==> config.mk <==
export PLATFORM = sky130hd
export DESIGN_NAME = rr_grant_arbiter
export DESIGN_NICKNAME = d
export VERILOG_FILES = /design/src/rtl/rr_grant_arbiter.sv
export SDC_FILE = /design/constraint.sdc
export NUM_CORES = 1
export LEC_CHECK = 0
export BUFFER_PORTS_ARGS = -buffer_cell sky130_fd_sc_hd__buf_2
export CAP_MARGIN = 0
export CELL_PAD_IN_SITES_DETAIL_PLACEMENT = 1
export CELL_PAD_IN_SITES_GLOBAL_PLACEMENT = 1
export CORE_MARGIN = 3
export CORE_UTILIZATION = 49
export CTS_CLUSTER_SIZE = 24
export DETAILED_ROUTE_END_ITERATION = 8
export HOLD_SLACK_MARGIN = 0.08
export PLACE_DENSITY = 0.95
export SLEW_MARGIN = 25
export SYNTH_ARGS = -nofsm -noshare
export SYNTH_HDL_FRONTEND = slang
export SYNTH_SLANG_ARGS = --single-unit
==> constraint.sdc <==
create_clock -name clk -period 7.3 [get_ports clk]
set_input_delay 1.46 -clock clk [delete_from_list [all_inputs] [get_ports clk]]
set_output_delay 1.46 -clock clk [all_outputs]
set_load 0.02 [all_outputs]
==> src/rtl/rr_grant_arbiter.sv <==
// ============================================================================
// Module      : rr_grant_arbiter
// Description : 8-way round-robin arbiter with one-hot registered grant, hold
//               timeout and a one-cycle turnaround gap between owners.
// Revision    : 1.0 - initial release
// ============================================================================
`default_nettype none

module rr_grant_arbiter #(
  parameter int IDX_W    = 3,
  parameter int MAX_HOLD = 16,
  parameter int HOLD_W   = 8
) (
  input  logic                clk,
  input  logic                rst,
  input  logic [2**IDX_W-1:0] req,
  output logic [2**IDX_W-1:0] gnt,
  output logic [IDX_W-1:0]    gnt_idx,
  output logic                gnt_valid,
  output logic                timeout
);

  localparam int                N           = 2**IDX_W;
  localparam logic              c_tmo_en    = (MAX_HOLD != 0);
  localparam logic [HOLD_W-1:0] c_hold_last = HOLD_W'(MAX_HOLD - 1);
  localparam logic [N-1:0]      c_one       = {{(N-1){1'b0}}, 1'b1};

  typedef enum logic [1:0] {
    S_IDLE  = 2'd0,
    S_GRANT = 2'd1,
    S_GAP   = 2'd2
  } state_t;

  state_t            r_state, w_state_nxt;
  logic [IDX_W-1:0]  r_ptr, w_ptr_nxt;
  logic [HOLD_W-1:0] r_hold_cnt, w_hold_cnt_nxt;
  logic [N-1:0]      r_gnt, w_gnt_nxt;
  logic [IDX_W-1:0]  r_gnt_idx, w_gnt_idx_nxt;
  logic              r_gnt_valid, w_gnt_valid_nxt;
  logic              r_timeout, w_timeout_nxt;

  logic              w_found;
  logic [IDX_W-1:0]  w_winner;
  logic [IDX_W-1:0]  w_cand;

  // Walk from the farthest offset down so the candidate nearest ptr wins last.
  always_comb begin
    w_found  = 1'b0;
    w_winner = '0;
    w_cand   = '0;
    for (int i = N - 1; i >= 0; i--) begin
      w_cand = r_ptr + IDX_W'(i);
      if (req[w_cand]) begin
        w_found  = 1'b1;
        w_winner = w_cand;
      end
    end
  end

  always_comb begin
    w_state_nxt     = r_state;
    w_ptr_nxt       = r_ptr;
    w_hold_cnt_nxt  = r_hold_cnt;
    w_gnt_nxt       = r_gnt;
    w_gnt_idx_nxt   = r_gnt_idx;
    w_gnt_valid_nxt = r_gnt_valid;
    w_timeout_nxt   = 1'b0;
    case (r_state)
      S_IDLE, S_GAP: begin
        if (w_found) begin
          w_state_nxt     = S_GRANT;
          w_gnt_idx_nxt   = w_winner;
          w_gnt_nxt       = c_one << w_winner;
          w_gnt_valid_nxt = 1'b1;
          w_hold_cnt_nxt  = '0;
        end else begin
          w_state_nxt     = S_IDLE;
          w_gnt_nxt       = '0;
          w_gnt_valid_nxt = 1'b0;
        end
      end
      S_GRANT: begin
        // A voluntary drop takes precedence over a coincident timeout.
        if (!req[r_gnt_idx] || (c_tmo_en && (r_hold_cnt == c_hold_last))) begin
          w_state_nxt     = S_GAP;
          w_ptr_nxt       = r_gnt_idx + IDX_W'(1);
          w_gnt_nxt       = '0;
          w_gnt_valid_nxt = 1'b0;
          w_timeout_nxt   = req[r_gnt_idx];
        end else begin
          w_hold_cnt_nxt  = r_hold_cnt + HOLD_W'(1);
        end
      end
      default: begin
        w_state_nxt     = S_IDLE;
        w_gnt_nxt       = '0;
        w_gnt_valid_nxt = 1'b0;
      end
    endcase
  end

  always_ff @(posedge clk) begin
    if (rst) begin
      r_state     <= S_IDLE;
      r_ptr       <= '0;
      r_hold_cnt  <= '0;
      r_gnt       <= '0;
      r_gnt_idx   <= '0;
      r_gnt_valid <= 1'b0;
      r_timeout   <= 1'b0;
    end else begin
      r_state     <= w_state_nxt;
      r_ptr       <= w_ptr_nxt;
      r_hold_cnt  <= w_hold_cnt_nxt;
      r_gnt       <= w_gnt_nxt;
      r_gnt_idx   <= w_gnt_idx_nxt;
      r_gnt_valid <= w_gnt_valid_nxt;
      r_timeout   <= w_timeout_nxt;
    end
  end

  assign gnt       = r_gnt;
  assign gnt_idx   = r_gnt_idx;
  assign gnt_valid = r_gnt_valid;
  assign timeout   = r_timeout;

endmodule

`default_nettype wire

==> qor.txt <==
Outcome - finished clean
Worst path bufs/invs - 1
Post-layout util - 0.575
Placeable Area - 0.00383 mm2
Reg2Reg Launch Point - r_ptr[1]$_SDFFE_PP0P_
Register-to-Register Path Depth - 9
Sequential cell area - 520 um2
Count of input and output buffers - 22
YS warnings - 0
CTS clk-pin slew, worst paths - 90 ps
Setup violations, final - 0
Maximum vdd drop - 190 uV
Relative slew margins - 0.356
CP max FO - 18
Setup crit end kind - flop
# IOs - 23
Routed WL - 6310 um
Hold path start - gnt[2]$_SDFFE_PP0P_
Die height - 70.5 um
Leakage power - 0.799 nW
Dpl hpwl - 4530 um
Die Wd - 70.5 um
Largest net degree at the start of global routing - 21
CP max stage cell - ha_1
CTS-repair resized insts - 0
Kind of cell adding the most delay to the critical path - compound AO/OA/AOI/OAI gates
Reg2reg end - gnt[5]$_SDFFE_PP0P_
Most frequent cells in the layout - dfxtp_1, buf_2, nor2_1
Critical path's largest stage delay - 860 ps
CTS sink count - 26
Max Fclk - 0.222 GHz
N_diodes - 0
Yosys cell types - 48
Layout Area Growth over Synthesis - 8.05%
R2R Setup Slk - 2800 ps
GP Congestion - 0.833
Worst-Skew Late Latency - 270 ps
Vias per cell - 6.90
Max_cap viols - 0
Syn Inst Count - 209
ANT nets after route - 0
Most common cell after layout, fill and taps aside - dfxtp_1
Share of layout cells above drive strength 1 - 0.240
Root Buffer - clkbuf_8
Post-synth ARST share - 0
RSZ-0062 raised after global routing - no
Num CTS Buffers - 3
Nets@finish - 236
CTS tree - built
GR Overflow Total - 0
Startpoint types - flop
Multi-input logic area - 0.00140 mm2
Hold Fails Final Rpt - 0
CTS Buffer Depth - 2
First-pass GRT wire length - 10,400 um
Worst hold-check path type - flop to flop
Initial Util - 0.532
CP Cell Sequence - clkinv_1 -> ha_1 -> mux4_2 -> a221o_1 -> a221oi_2 -> a211oi_1 -> a311oi_4 -> nor2_1 -> a32o_1
H-tree depth - 1
Mapped cell area - 0.00204 mm2
Starting DRT DRC Count - 181
Most used DFF post-synth - dfxtp_1
Filler cell count - 436
Hold Crit Endpoint - gnt[2]$_SDFFE_PP0P_
Synth Register Bits - 26
Worst Skew - 4.32 ps
Vias in the first global route - 1,937
Die area - 0.00496 mm2
Post-Syn Nets - 223
Gr usage total - 0.263
Post-synthesis sequential area ratio - 0.256
CP required - 7470 ps
First drt pass iteration count - 4
Crit Path Category - flop to flop
Worst hold stages - 2
Pwr dens - 304 mW/mm2
Average size of a mapped cell - 9.74 um2
EDFF count, synth - 0
Vias - 1,856
FP Rows - 22
# Post-CTS Setup Buffers - 0
Worst EP arrival - 4670 ps
Setup_tns - 0 ps
Worst-margin pin slew - 964 ps
Slew Viols, Final - 0
Final Cycle Share - 0.616
DRC viols - 0
Routed len/inst - 23.5 um
Tmin final - 4500 ps
# hold bufs at CTS - 0
Antenna violations before repair - 0
-- area by class of cell --
class                           count  share of cell area
Multi-Input combinational cell    160               0.638
Tap cell                           48              0.0273
Clock inverter                      1              0.0137
Timing Repair Buffer               22              0.0501
Inverter                            9              0.0154
Clock buffer                        3              0.0188
Sequential cell                    26               0.237
-- flip-flops by register name (all words and copies together) (netlist names) --
signal and count:
r_ptr 3, gnt_idx 3, gnt_valid 1, gnt 8
r_hold_cnt 8, timeout 1, r_state 2
-- synth_stat cells (5+ instances only) --
master,count,share of area
o21ai_0,7,0.017
nor2_1,20,0.037
mux2i_1,16,0.079
a21oi_1,9,0.022
a211oi_1,5,0.018
xnor2_1,6,0.026
inv_1,8,0.015
dfxtp_1,26,0.26
mux2_2,5,0.028
nand2_1,13,0.024
mux4_2,17,0.19
clkbuf_1,6,0.011
nor3_1,6,0.015
-- metrics by stage --
step                cells  hold WS (ps)  power [W]  cell area, um2  worst slack, ps
global placement      265           431   0.000524            2130             3140
detailed placement    265           454   0.000548            2130             2890
finish                269           475   0.000669            2200             2800
global route          269           507   0.000706            2200             2440
CTS                   269           482   0.000667            2200             2860
floorplan             209           480   0.000464            2040             3640
-- kinds of logic after synthesis --
logic type | share of synthesized area
adder cells (fa/ha/maj) | 0.0246
buffers and inverters | 0.0547
AND/OR/NAND/NOR | 0.141
multiplexers | 0.294
XOR/XNOR | 0.0344
AO/OA/AOI/OAI | 0.195
flip-flops | 0.256
-- worst register-to-register path, delay by kind of cell (launching register included) --
family                     cells  cell delay, ps
muxes                          1             470
AOI/OAI and AO/OA              5            1640
and+or+nand+nor                1             120
buffers and inverters          1             450
DFF                            1             850
adders and majority gates      1             860
-- routing by layer --
layer | vias to the layer above | share of wire | track usage
li1 | 832 | - | -
met1 | 925 | 0.40 | 0.341
met2 | 82 | 0.52 | 0.457
met3 | 17 | 0.062 | 0.0216
met4 | 0 | 0.020 | 0.0872
met5 | - | 0 | 0
-- worst max path at each step --
| stage | startpoint | slack (ps) | to | cells past startpoint |
|---|---|---|---|---|
| after floorplan | req[6] | 3640 | gnt[5]$_SDFFE_PP0P_ | 8 |
| after global placement | r_ptr[1]$_SDFFE_PP0P_ | 3140 | gnt[5]$_SDFFE_PP0P_ | 9 |
| after detailed placement | r_ptr[1]$_SDFFE_PP0P_ | 2890 | gnt[5]$_SDFFE_PP0P_ | 9 |
| after CTS | r_ptr[1]$_SDFFE_PP0P_ | 2860 | gnt[5]$_SDFFE_PP0P_ | 9 |
| after global routing | r_ptr[1]$_SDFFE_PP0P_ | 2440 | r_hold_cnt[6]$_SDFFE_PP0P_ | 9 |
| final | r_ptr[1]$_SDFFE_PP0P_ | 2800 | gnt[5]$_SDFFE_PP0P_ | 9 |
-- power by group --
group | switching [W] | internal, W
Combinational | 0.000202 | 0.000151
Sequential | 0.0000376 | 0.000161
Clock | 0.0000440 | 0.0000734
(Power assumes the default switching activity.)
